### src/rtl/shift_step_ctrl.sv
// Step sequencer for an external barrel shifter: applies a latched shift/rotate
// once every STEP_DIV cycles for a requested number of steps, then reports.
module shift_step_ctrl #(
    parameter int SIZE     = 4,
    parameter int STEP_DIV = 4,
    localparam int AW      = $clog2(SIZE),
    localparam int DW      = (STEP_DIV > 1) ? $clog2(STEP_DIV) : 1
) (
    input  logic            clk,
    input  logic            reset_n,
    input  logic            start_valid,
    output logic            start_ready,
    input  logic [SIZE-1:0] data_in,
    input  logic [AW-1:0]   amt_in,
    input  logic            mode_in,
    input  logic [3:0]      steps_in,
    input  logic            abort,
    output logic [SIZE-1:0] shift_a,
    output logic [AW-1:0]   shift_amt,
    output logic            shift_rotate_sel,
    input  logic [SIZE-1:0] shift_y,
    output logic [SIZE-1:0] result,
    output logic [3:0]      step_cnt,
    output logic            busy,
    output logic            done,
    output logic            zero_flag
);

    typedef enum logic [1:0] {IDLE, RUN, DONE} state_e;

    state_e          state_q;
    logic [SIZE-1:0] work_q;
    logic [AW-1:0]   amt_q;
    logic            rot_q;
    logic [3:0]      steps_q;
    logic [3:0]      step_cnt_q;
    logic [DW-1:0]   div_cnt_q;
    logic [SIZE-1:0] result_q;
    logic            busy_q;
    logic            ready_q;
    logic            done_q;
    logic            zero_q;

    logic [3:0]      step_cnt_d;
    logic            step_now;
    logic            early_zero;
    logic            last_step;

    assign step_now   = (div_cnt_q == DW'(STEP_DIV - 1));
    assign step_cnt_d = step_cnt_q + 4'd1;
    // Only a logical shift can collapse to zero for good; a rotate never does.
    assign early_zero = !rot_q && (shift_y == '0);
    assign last_step  = (step_cnt_d == steps_q);

    always_ff @(posedge clk or negedge reset_n) begin
        if (!reset_n) begin
            state_q    <= IDLE;
            work_q     <= '0;
            amt_q      <= '0;
            rot_q      <= 1'b0;
            steps_q    <= '0;
            step_cnt_q <= '0;
            div_cnt_q  <= '0;
            result_q   <= '0;
            busy_q     <= 1'b0;
            ready_q    <= 1'b1;
            done_q     <= 1'b0;
            zero_q     <= 1'b0;
        end else begin
            case (state_q)
                IDLE: begin
                    if (start_valid) begin
                        work_q     <= data_in;
                        amt_q      <= amt_in;
                        rot_q      <= mode_in;
                        steps_q    <= steps_in;
                        step_cnt_q <= '0;
                        div_cnt_q  <= '0;
                        zero_q     <= 1'b0;
                        busy_q     <= 1'b1;
                        ready_q    <= 1'b0;
                        if (steps_in == 4'd0) begin
                            state_q  <= DONE;
                            done_q   <= 1'b1;
                            result_q <= data_in;
                        end else begin
                            state_q  <= RUN;
                        end
                    end
                end
                RUN: begin
                    // Abort wins over a step landing on the same edge.
                    if (abort) begin
                        state_q <= IDLE;
                        busy_q  <= 1'b0;
                        ready_q <= 1'b1;
                    end else if (step_now) begin
                        div_cnt_q  <= '0;
                        work_q     <= shift_y;
                        step_cnt_q <= step_cnt_d;
                        if (last_step || early_zero) begin
                            state_q  <= DONE;
                            done_q   <= 1'b1;
                            result_q <= shift_y;
                            zero_q   <= early_zero;
                        end
                    end else begin
                        div_cnt_q <= div_cnt_q + DW'(1);
                    end
                end
                DONE: begin
                    state_q <= IDLE;
                    done_q  <= 1'b0;
                    busy_q  <= 1'b0;
                    ready_q <= 1'b1;
                end
                default: begin
                    state_q <= IDLE;
                    done_q  <= 1'b0;
                    busy_q  <= 1'b0;
                    ready_q <= 1'b1;
                end
            endcase
        end
    end

    assign start_ready      = ready_q;
    assign shift_a          = work_q;
    assign shift_amt        = amt_q;
    assign shift_rotate_sel = rot_q;
    assign result           = result_q;
    assign step_cnt         = step_cnt_q;
    assign busy             = busy_q;
    assign done             = done_q;
    assign zero_flag        = zero_q;

endmodule

### config.mk
export PLATFORM = sky130hd
export DESIGN_NAME = shift_step_ctrl
export DESIGN_NICKNAME = d
export VERILOG_FILES = /design/src/rtl/shift_step_ctrl.sv
export SDC_FILE = /design/constraint.sdc
export NUM_CORES = 1
export LEC_CHECK = 0
export CAP_MARGIN = 40
export CORE_MARGIN = 2
export CORE_UTILIZATION = 50
export DETAILED_ROUTE_END_ITERATION = 7
export PLACE_DENSITY = 0.88
export SYNTH_ARGS = -nofsm -noshare
export SYNTH_HDL_FRONTEND = slang
export SYNTH_SLANG_ARGS = --single-unit
### constraint.sdc
create_clock -name clk -period 5.76 [get_ports clk]
set_input_delay 0.864 -clock clk [delete_from_list [all_inputs] [get_ports clk]]
set_output_delay 0.864 -clock clk [all_outputs]
set_load 0.1 [all_outputs]
## Yosys cells after proc, flatten, opt, wreduce, memory -nomap -nowiden

Index checks and enable logic that the tools add are counted.

- Output and inout port bits: 19
- Word-level logic and storage cells: 80
- Register bits after elaboration: 27

- Multiplexer cells: 40
- Reduce and logical (&&, ||, !) cells: 15
- Add/sub/neg operators: 2
- Equal/unequal tests: 11

Operator list:

| kind | count |
|---|---|
| $mux 4 | 11 |
| $pmux 4 s2 | 3 |
| $mux 2 | 8 |
| $mux 1 | 12 |
| $ne 2x2->1 const B | 6 |
| $reduce_and 5->1 | 2 |
| $logic_not 4->1 | 2 |
| $pmux 1 s2 | 4 |
| $pmux 2 s2 | 2 |
| $ne 3x3->1 const B | 2 |
| $reduce_and 3->1 | 2 |
| $reduce_and 6->1 | 1 |
| $add 4x1->4 const B | 1 |
| $eq 4x4->1 | 1 |
| $reduce_and 2->1 | 2 |
| $reduce_and 4->1 | 1 |
| $add 2x1->2 const B | 1 |
| $eq 2x1->1 const B | 1 |
| $eq 2x2->1 const B | 1 |
| $logic_not 2->1 | 1 |
| $reduce_bool 2->1 | 1 |
| $logic_and 1x1->1 | 1 |
| $logic_not 1->1 | 1 |
| $logic_or 1x1->1 | 1 |

## Longest topological paths before layout

- Depth after elaboration: 7
- Gate-level depth with buffers: 6

## Worst setup path after synthesis

No wires, ideal clock.

- Path type: register to register
- Start point: register step_cnt_q[0] (netlist: step_cnt[0])
- End point: register result_q[0] (netlist: result[0])
- Data arrival time: 2.642 ns
- Path buffers: 0
- Required time: 5.635 ns
- Stages on the path, launching flop included: 7
- Library setup time: 0.125 ns
- Setup slack: 2.992 ns
- Cell sequence: dfrtp_1 ha_1 xor3_1 nor3_2 nand2_1 a311oi_4 mux2_2

- Longest elaborated chain between the ends: 5

RTL lines:

| element | RTL line | source |
|---|---|---|
| from (decl) | 36 | `logic [3:0] step_cnt_q;` |
| from (signal assigned) | 100 | `step_cnt_q <= step_cnt_d;` |
| $add 4x1->4 | 50 | `assign step_cnt_d = step_cnt_q + 4'd1;` |
| $eq 4x4->1 | 53 | `assign last_step = (step_cnt_d == steps_q);` |
| $logic_or 1x1->1 | 101 | `if (last_step \|\| early_zero) begin` |
| $ne 2x2->1 (no source line) | n/a |  |
| $reduce_and 6->1 (no source line) | n/a |  |
| to (signal assigned) | 85 | `result_q <= data_in;` |
| to (signal assigned) | 104 | `result_q <= shift_y;` |
| to (decl) | 38 | `logic [SIZE-1:0] result_q;` |

No other way between the ends.
A chain may end at the register's enable or synchronous reset.

## Worst setup path in the final report

- Start point: input port start_valid
- End point: register result_q[2] (netlist: result[2])

- Longest elaborated chain between the ends: 2

RTL lines:

| element | RTL line | source |
|---|---|---|
| from (decl) | 11 | `input logic start_valid,` |
| $ne 2x2->1 (no source line) | n/a |  |
| $reduce_and 6->1 (no source line) | n/a |  |

No other way between the ends.

==> summary.md <==
| Metric | Value |
|---|---|
| Setup crit start | `start_valid` |
| Synthesized flop and latch total | `27` |
| Inst Count DP | `a little under 200` |
| Post-Layout Cell Count | `200` |
| XOR/XNOR Fraction of Synth Area | `approximately 4.5%` |
| Worst Path Max Fanout | `14` |
| Final instance area | `between 2000 and 2500 um^2` |
| Hold Crit Class | `register to register` |
| Count leader, synth | `dfrtp_1` |
| Number of setup buffers added after CTS | `0` |
| CP startpoint kind | `input pin` |
| Post-synth EDFFs | `0` |
| Min-delay src | `done` |
| Hold bufs inserted after CTS | `0` |
| Top cells by count, synth | `26 x dfrtp_1, 15 x mux2_2, 15 x nand2_1` |
| Compound-Gate Fraction of Synth Area | `between 10 and 15%` |
| Mapped Area | `~1300 um^2` |
| Slack of the critical path | `around 2900 ps` |
| HPWL after DPL | `around 2.7 mm` |
| Share of layout cells above drive strength 1 | `between 20 and 30%` |
| Antenna Cells | `0` |
| RSZ-0062 raised after global routing | `no` |
| Fmax | `about 350 MHz` |
| Seq/Total Area, Yosys | `just over 50%` |
| Top-level I/O count | `38` |
| Ys async rst share | `between 90% and 100%` |
| Pre-antenna DRT Iters | `4` |
| WS Path Type | `input pin to register` |
| Num CTS Buffers | `3` |
| Crit-path max cell delay | `slightly below 600 ps` |
| Delay-heaviest family, CP | `simple AND/OR/NAND/NOR gates` |
| First-pass GRT wire length | `around 5.7 mm` |
| WP buf/inv | `1` |
| Fin nets | `roughly 190` |
| Post-Synth Simple-Gate Area | `between 10% and 20%` |
| CTS tree | `built` |
| Status | `finished clean` |
| CTS Buffer Depth | `2` |
| CTS H-Tree Depth | `1` |
| Clock sink total | `27` |
| # rows | `18` |
| Mux contribution to synthesized area | `approximately 15%` |
| Largest net degree at the start of global routing | `18` |
| Die Span Y | `between 50 and 60 um` |
| Slowest CP cell | `clkdlybuf4s50_1` |
| Die Area | `between 3000 and 4000 um^2` |
| Final hold vios | `0` |
| Arrival time worst endpoint | `between 3000 and 4000 ps` |
| Residual DRC | `0` |
| Clock transition at path regs | `140 ps` |
| Port Buf Inserts | `37` |
| CP cell instances | `clkdlybuf4s50_1, nor3b_4, nor2_2, a311oi_4, mux2_2` |
| Synth Area in Adders | `between 1.5 and 2%` |
| GRT Overall Usage | `about a quarter` |
| Initial core utilization | `approximately 53%` |
| Worst path required time | `6000 ps` |
| Post-synth top area cell | `dfrtp_1` |
| Routed Antenna Nets | `0` |
| Top_reg_cell synth | `dfrtp_1` |
| Relative slew margins | `between 50% and 60%` |
| Drt total wl | `3.35 mm` |
| GP Congestion | `~0.78` |
| Largest family of logic cells by synthesized area | `multiplexers` |
| Initial DRC Count | `29` |
| DP Area | `2020 um^2` |
| Routed via count | `between 1000 and 1500` |
| Avg Inst Size Synth | `approximately 12 um^2` |
| Post-Synthesis Cells | `112` |
| Final Skew | `slightly above 4 ps` |
| Unique masters post-synth | `32` |
| Max-slew violations | `0` |
| Die width | `roughly 55 um` |
| Post-synth top area share | `49.6%` |
| Setup crit end kind | `register` |
| Initial antenna violation count | `0` |
| Layout overhead on the synthesized area | `55.9%` |
| Place WS | `~2600 ps` |
| Area contributors post-synth | `dfrtp_1 50%, mux2_2 13%, nand2_1 4.3%, mux2i_1 2.3%, o21ai_0 2.3%` |
| Net Count, Synth | `between 100 and 150` |
| WL per Instance | `between 15 and 20 um` |
| Final worst path period need | `around 2800 ps` |
| Crit share post-route | `between 40% and 50%` |
| Total grt overflow | `0` |
| # setup viols final | `0` |
| Synth Warn # | `0` |
| Worst r2r src | `step_cnt[0]` |
| Number of global-route vias before repair | `1242` |
| Worst Tran Pin Value | `around 620 ps` |
| Later-pin clock latency in the skew report | `330 ps` |
| Post-DR vias/cell | `between 5 and 6` |
| CTS resizes | `0` |
| Root Driver | `clkbuf_4` |
| Max-cap violation count | `0` |
| Setup_tns | `0 ps` |
| Core area | `roughly 2500 um^2` |
[logic make-up after synthesis]
group / Yosys count
AO/OA/AOI/OAI: 20
adder cells (fa/ha/maj): 2
XOR/XNOR: 5
AND/OR/NAND/NOR: 34
multiplexers: 18
flip-flops: 27
buffers and inverters: 6
[cell type report]
cell class                 count  area (um^2)
fill                         144          432
clock buffer                   4         26.3
multi-input combinational     79          611
sequential                    27          677
timing repair buffer          57          683
inverter                       3         11.3
tap                           30         37.5
[stage by stage]
stage                     hold WS (ps)  util, %
after detailed placement           472     81.5
after global routing               529     82.6
after floorplan                    470        -
after global placement             474     68.9
after CTS                          504     82.6
final                              502     82.6
[worst reg2reg max path, cell delays in order (launching register included)]
cell and delay (ps):
dfrtp_1 480, ha_1 280, xor3_1 370, nor3_2 210, nand2_1 160, a311oi_4 510, mux2_2 400
[cell usage in the layout (no fill, tap or decap), types with 6 or more instances in the layout]
cell type / netlist / routed
nand2_1: 15 / 15
dfrtp_1: 26 / 26
o21ai_0: 6 / 6
mux2_2: 15 / 15
clkdlybuf4s50_1: 0 / 37
buf_8: 0 / 19
nor2_1: 6 / 6
[path summary, 6_finish.rpt]
kind / to / slack (ps) / depth (start not counted)
setup / recovery: result[2] / 2920 / 5
hold / removal: done / 500 / 1
setup reg to reg: result[2] / 3260 / 6
hold reg to reg: done / 500 / 1
max in group asynchronous: shift_amt[1] / 4370 / 2
min in group asynchronous: zero_flag / 900 / 1
[per-layer routing]
layer / GRT usage [%] / routed length, um / vias to the layer above
met4: 13.9 / 127 / 0
met2: 42.0 / 1790 / 33
met1: 27.6 / 1310 / 567
met3: 3.28 / 119 / 14
met5: 0 / 0 / -
li1: - / - / 516
[flip-flops by register name (all words and copies together), names as in the netlist, 2 cells and up]
register / count
div_cnt_q: 2
step_cnt: 4
state_q: 2
result: 4
shift_a: 4
shift_amt: 2
steps_q: 4
Power is left out: the tool's default activity adds up to more than one toggle a clock period on the data nets, which glitch-free logic cannot reach.
